`src/rtl/no_break_pkg.sv`:
```
// Shared types for the no-break mains path: qualifier FSM states and default widths.
package no_break_pkg;

  typedef enum logic [2:0] {
    SEM_ENERGIA,
    CONFIRMA_ON,
    COM_ENERGIA,
    CONFIRMA_OFF,
    BLOQUEIO
  } estado_rede_t;

  localparam int NF_BITS_DEF = 4;

endpackage

```
`src/rtl/sincronizador_2ff.sv`:
```
// Two-flop synchroniser bringing a single asynchronous level into the clk domain.
module sincronizador_2ff (
  input  logic clk,
  input  logic rst,
  input  logic d,
  output logic q
);

  logic meta_q;
  logic sync_q;

  always_ff @(posedge clk or posedge rst) begin
    if (rst) begin
      meta_q <= 1'b0;
      sync_q <= 1'b0;
    end else begin
      meta_q <= d;
      sync_q <= meta_q;
    end
  end

  assign q = sync_q;

endmodule

```
`src/rtl/qualificador_rede.sv`:
```
// Mains-present qualifier: synchronises and debounces the raw input, counts failures
// and locks out a supply that fails too often inside the observation window.
module qualificador_rede
  import no_break_pkg::*;
#(
  parameter int DEB_ON     = 4,
  parameter int DEB_OFF    = 2,
  parameter int JANELA     = 16,
  parameter int MAX_FALHAS = 3,
  parameter int HOLDOFF    = 8,
  parameter int NF_BITS    = NF_BITS_DEF
) (
  input  logic               clk_2,
  input  logic               reset,
  input  logic               tomada_bruta,
  input  logic               limpa_falhas,
  output logic               energia_tomada,
  output logic               falha_pulso,
  output logic               retorno_pulso,
  output logic               instavel,
  output logic [NF_BITS-1:0] num_falhas
);

  localparam int CNT_MAX = (HOLDOFF > DEB_ON) ? HOLDOFF : DEB_ON;
  localparam int CNT_W   = $clog2(CNT_MAX + 1);
  localparam int WIN_W   = (JANELA > 1) ? $clog2(JANELA) : 1;
  localparam int FJ_W    = $clog2(MAX_FALHAS + 1);

  function automatic logic [NF_BITS-1:0] sat_inc(input logic [NF_BITS-1:0] v);
    return (&v) ? v : v + NF_BITS'(1);
  endfunction

  logic tomada_s;

  sincronizador_2ff u_sync (
    .clk (clk_2),
    .rst (reset),
    .d   (tomada_bruta),
    .q   (tomada_s)
  );

  estado_rede_t       estado_q, estado_d;
  logic [CNT_W-1:0]   cnt_q, cnt_d;
  logic [WIN_W-1:0]   win_q, win_d;
  logic [FJ_W-1:0]    fj_q, fj_d;
  logic [NF_BITS-1:0] num_q, num_d;
  logic               energia_q, energia_d;
  logic               falha_q, falha_d;
  logic               retorno_q, retorno_d;
  logic               instavel_q, instavel_d;

  logic               wrap;
  logic               fail_ev;
  logic [FJ_W-1:0]    fj_base;
  logic [FJ_W-1:0]    fj_inc;

  always_comb begin
    estado_d   = estado_q;
    cnt_d      = cnt_q;
    win_d      = win_q;
    fj_d       = fj_q;
    num_d      = num_q;
    energia_d  = energia_q;
    falha_d    = 1'b0;
    retorno_d  = 1'b0;
    instavel_d = instavel_q;
    fail_ev    = 1'b0;

    // The flicker window is frozen while locked out.
    wrap = (estado_q != BLOQUEIO) && (win_q == WIN_W'(JANELA - 1));
    if (estado_q != BLOQUEIO) begin
      win_d = wrap ? '0 : win_q + WIN_W'(1);
      if (wrap) fj_d = '0;
    end
    fj_base = wrap ? '0 : fj_q;
    fj_inc  = fj_base + FJ_W'(1);

    case (estado_q)
      SEM_ENERGIA: begin
        energia_d = 1'b0;
        if (tomada_s) begin
          estado_d = CONFIRMA_ON;
          cnt_d    = CNT_W'(1);
        end
      end
      CONFIRMA_ON: begin
        if (!tomada_s) begin
          estado_d = SEM_ENERGIA;
          cnt_d    = '0;
        end else if (cnt_q == CNT_W'(DEB_ON - 1)) begin
          estado_d  = COM_ENERGIA;
          energia_d = 1'b1;
          retorno_d = 1'b1;
          cnt_d     = '0;
        end else begin
          cnt_d = cnt_q + CNT_W'(1);
        end
      end
      COM_ENERGIA: begin
        energia_d = 1'b1;
        if (!tomada_s) begin
          estado_d = CONFIRMA_OFF;
          cnt_d    = CNT_W'(1);
        end
      end
      CONFIRMA_OFF: begin
        if (tomada_s) begin
          estado_d = COM_ENERGIA;
          cnt_d    = '0;
        end else if (cnt_q == CNT_W'(DEB_OFF - 1)) begin
          falha_d   = 1'b1;
          energia_d = 1'b0;
          fail_ev   = 1'b1;
          fj_d      = fj_inc;
          cnt_d     = '0;
          if (fj_inc >= FJ_W'(MAX_FALHAS)) begin
            estado_d   = BLOQUEIO;
            instavel_d = 1'b1;
          end else begin
            estado_d = SEM_ENERGIA;
          end
        end else begin
          cnt_d = cnt_q + CNT_W'(1);
        end
      end
      BLOQUEIO: begin
        energia_d = 1'b0;
        if (!tomada_s) begin
          cnt_d = '0;
        end else if (cnt_q == CNT_W'(HOLDOFF - 1)) begin
          estado_d   = COM_ENERGIA;
          energia_d  = 1'b1;
          retorno_d  = 1'b1;
          instavel_d = 1'b0;
          fj_d       = '0;
          cnt_d      = '0;
        end else begin
          cnt_d = cnt_q + CNT_W'(1);
        end
      end
      default: begin
        estado_d   = SEM_ENERGIA;
        cnt_d      = '0;
        energia_d  = 1'b0;
        instavel_d = 1'b0;
      end
    endcase

    // A clear on the same edge as a failure wins.
    if (limpa_falhas) num_d = '0;
    else if (fail_ev) num_d = sat_inc(num_q);
  end

  always_ff @(posedge clk_2 or posedge reset) begin
    if (reset) begin
      estado_q   <= SEM_ENERGIA;
      cnt_q      <= '0;
      win_q      <= '0;
      fj_q       <= '0;
      num_q      <= '0;
      energia_q  <= 1'b0;
      falha_q    <= 1'b0;
      retorno_q  <= 1'b0;
      instavel_q <= 1'b0;
    end else begin
      estado_q   <= estado_d;
      cnt_q      <= cnt_d;
      win_q      <= win_d;
      fj_q       <= fj_d;
      num_q      <= num_d;
      energia_q  <= energia_d;
      falha_q    <= falha_d;
      retorno_q  <= retorno_d;
      instavel_q <= instavel_d;
    end
  end

  assign energia_tomada = energia_q;
  assign falha_pulso    = falha_q;
  assign retorno_pulso  = retorno_q;
  assign instavel       = instavel_q;
  assign num_falhas     = num_q;

endmodule

```
`config.mk`:
```
export PLATFORM = sky130hd
export DESIGN_NAME = qualificador_rede
export DESIGN_NICKNAME = d
export VERILOG_FILES = /design/src/rtl/no_break_pkg.sv /design/src/rtl/sincronizador_2ff.sv /design/src/rtl/qualificador_rede.sv
export SDC_FILE = /design/constraint.sdc
export NUM_CORES = 1
export LEC_CHECK = 0
export CORE_AREA = 2 2 51 53
export CTS_CLUSTER_SIZE = 16
export DETAILED_ROUTE_END_ITERATION = 10
export DIE_AREA = 0 0 53 55
export PLACE_DENSITY = 0.83
export SETUP_SLACK_MARGIN = 0.15
export SKIP_CTS_REPAIR_TIMING = 1
export SLEW_MARGIN = 10
export SYNTH_ARGS = -nofsm -noshare
export SYNTH_HDL_FRONTEND = slang
export SYNTH_SLANG_ARGS = --single-unit
```
`constraint.sdc`:
```
create_clock -name clk_2 -period 5.2 [get_ports clk_2]
set_input_delay 1.3 -clock clk_2 [delete_from_list [all_inputs] [get_ports clk_2]]
set_output_delay 1.3 -clock clk_2 [all_outputs]
set_load 0.02 [all_outputs]
```
==> results.ini <==
[timing]
worstMarginPinSlew_ps=849
hold_viol=0
slew_violations=0
finalSetupTns_ps=0
finClkSkew_ps=3.99
slew_headroom=0.433
hold_slack_ps=368
fin_crit_ps=2650
min_period_over_period=0.510
rsz0062_at_grt=false
setup-violations-final=0
fmax_mhz=377

[power_and_ir_drop]
power_density_mw_per_mm2=458
p_leak_nw=0.616
ir_drop_mv=0.284

[cells_and_area]
drive_gt1_frac=0.0809
area_growth_pct=10.1
diodes=0
fin_nets=146
fill_cells=201
fin_cells=166

[clock_tree]
cts_tree=built
clock-sinks=23
path_clk_slew_ps=120
clkLatencyLatePin_ps=320
clockBufferDepth=2
cts-htree-levels=1
root_buffer=clkbuf_4
cts_inserted_buffers=3

[logic_synthesis]
synth_edf_count=0
synth_seq_area_share=0.450
synth.avg_cell_area_sq_um=10.0
syn-cell-area_sq_mm=0.00128
synth_fp_nets=137
async_flop_share=1.00
synth_compound_area_frac=0.164
ys_ff_latch=23
synth.distinct_cells=46
synth-xor-area-share=0.0264
yosys.area_share.adder=0.0489
synth_top_family_by_area=simple AND/OR/NAND/NOR gates
ys.flop_type=dfrtp_1
synth_simple_gate_area_frac=0.239
netlist_instances=128
ys_warn_count=0
muxShareOfSynthArea=0.0274

[floorplan]
core_sq_mm=0.00236
die_w_um=53
dieHeight_um=55
die_area_sq_mm=0.00292
initial_core_util=0.541
pin_count=12
rows=18

[worst_setup_path]
path_max_fanout=5
cp_top_family=buffers and inverters
worstPathRequired_ps=3900
crit_buf_inv=1
end_kind=output pin
critical_path_class=reg2out
critical-path-max-stage-delay_ps=620
arrival_ps=1350
start_kind=flop
path_cells=clkdlybuf4s50_1
slowest_stage=clkdlybuf4s50_1

[placed_design]
place_inst=162
hpwl_um=1730
place_congestion=0.734
io_buffer_count=11

[outcome]
outcome=finished, final reports clean

[routing]
avgRoutedWirePerCell_um=14.4
drt-total-wl_um=2390
vias=958
first_pass_iters=4
postRouteAntennaNets=0
drc_errors=0
drt_iter0_markers=33
viasPerCell=5.77

[grt]
grt-ovfl-total=0
track_usage=0.200
antenna_found_initial=0
grt_pass1_vias=941
grt_max_degree=24
grt_first_pass_wirelength_um=4190

[worst_hold_path]
min_path_type=reg2reg

[run]
max_cap_viol_count=0

kinds of logic after synthesis:
kind of cell,after synthesis
compound gates,31
buf+inv,10
xor+xnor,3
simple gates,53
fa+ha+maj,5
mux,3
flops,23
final timing paths:
check | startpoint | endpoint | slack [ps] | depth (start not counted)
min reg2reg | u_sync.meta_q$_DFF_PP0_ | u_sync.q$_DFF_PP0_ | 370 | 0
min | u_sync.meta_q$_DFF_PP0_ | u_sync.q$_DFF_PP0_ | 370 | 0
max | num_falhas[2]$_DFFE_PP0P_ | num_falhas[2] | 2550 | 1
max reg2reg | estado_q[1]$_DFFE_PP0P_ | instavel$_DFFE_PP0P_ | 3100 | 6
min in group asynchronous | reset | num_falhas[2]$_DFFE_PP0P_ | 1440 | 2
max in group asynchronous | reset | instavel$_DFFE_PP0P_ | 3240 | 2
cells in the mapped netlist (3+ instances only):
| cell | count | area, sq um |
|---|---|---|
| o21ai_0 | 3 | 15.0 |
| a21oi_1 | 8 | 40.0 |
| nand2_1 | 16 | 60.1 |
| inv_1 | 3 | 11.3 |
| o21ai_1 | 5 | 25.0 |
| buf_2 | 3 | 15.0 |
| dfrtp_1 | 23 | 576 |
| nor2_1 | 8 | 30.0 |
| nand4_1 | 3 | 18.8 |
| nand3_1 | 5 | 25.0 |
| ha_1 | 5 | 62.6 |
state kept, by name (all words and copies together) (netlist names):
register	count
num_falhas	4
fj_q	2
cnt_q	4
u_sync.q	1
energia_tomada	1
estado_q	3
win_q	4
falha_pulso	1
u_sync.meta_q	1
retorno_pulso	1
instavel	1
report_power, final:
part,switching [mW],total [mW],internal [mW]
clock network,0.0530,0.0831,0.0301
registers,0.0645,0.291,0.227
logic,0.143,0.271,0.127
stage by stage:
step | area [sq um] | util | setup slack (ps) | total power [mW]
3_5_place_dp | 1380 | 0.585 | 2770 | 0.569
5_1_grt | 1410 | 0.596 | 2520 | 0.706
2_1_floorplan | 1280 | - | 3440 | 0.508
3_3_place_gp | 1380 | 0.585 | 2840 | 0.548
4_1_cts | 1410 | 0.596 | 2540 | 0.652
6_report | 1410 | 0.596 | 2550 | 0.645
routing by layer:
layer	vias up	GRT usage	share of wire
met5	-	0	0
met4	0	0.0983	0.020
met3	5	0.0269	0.030
met2	16	0.348	0.50
met1	465	0.244	0.45
li1	472	-	-
final cells by class:
type	count	area [sq um]	area share
Clock buffer	4	26.3	0.0187
Inverter	3	11.3	0.00799
Multi-Input combinational cell	95	648	0.460
Sequential cell	23	576	0.409
Tap cell	30	37.5	0.0266
Timing Repair Buffer	11	110	0.0782
layout by cell type, fill, tap and decap left out, drive strengths merged:
cell / count
a211o: 2
a211oi: 2
a21boi: 2
a21o: 1
a21oi: 8
a311oi: 2
a31oi: 2
and2: 1
and3: 2
and4: 1
and4b: 1
and4bb: 1
clkbuf: 4
clkdlybuf4s50: 11
dfrtp: 23
ha: 5
inv: 3
mux2: 1
mux2i: 2
nand2: 16
nand2b: 2
nand3: 5
nand3b: 2
nand4: 3
nand4b: 1
nor2: 9
nor2b: 2
nor3: 3
nor3b: 2
o211a: 1
o211ai: 1
o21a: 1
o21ai: 8
o31ai: 1
or2: 1
or3b: 1
xnor2: 2
xor2: 1
Power figures use the tool's default switching activity.
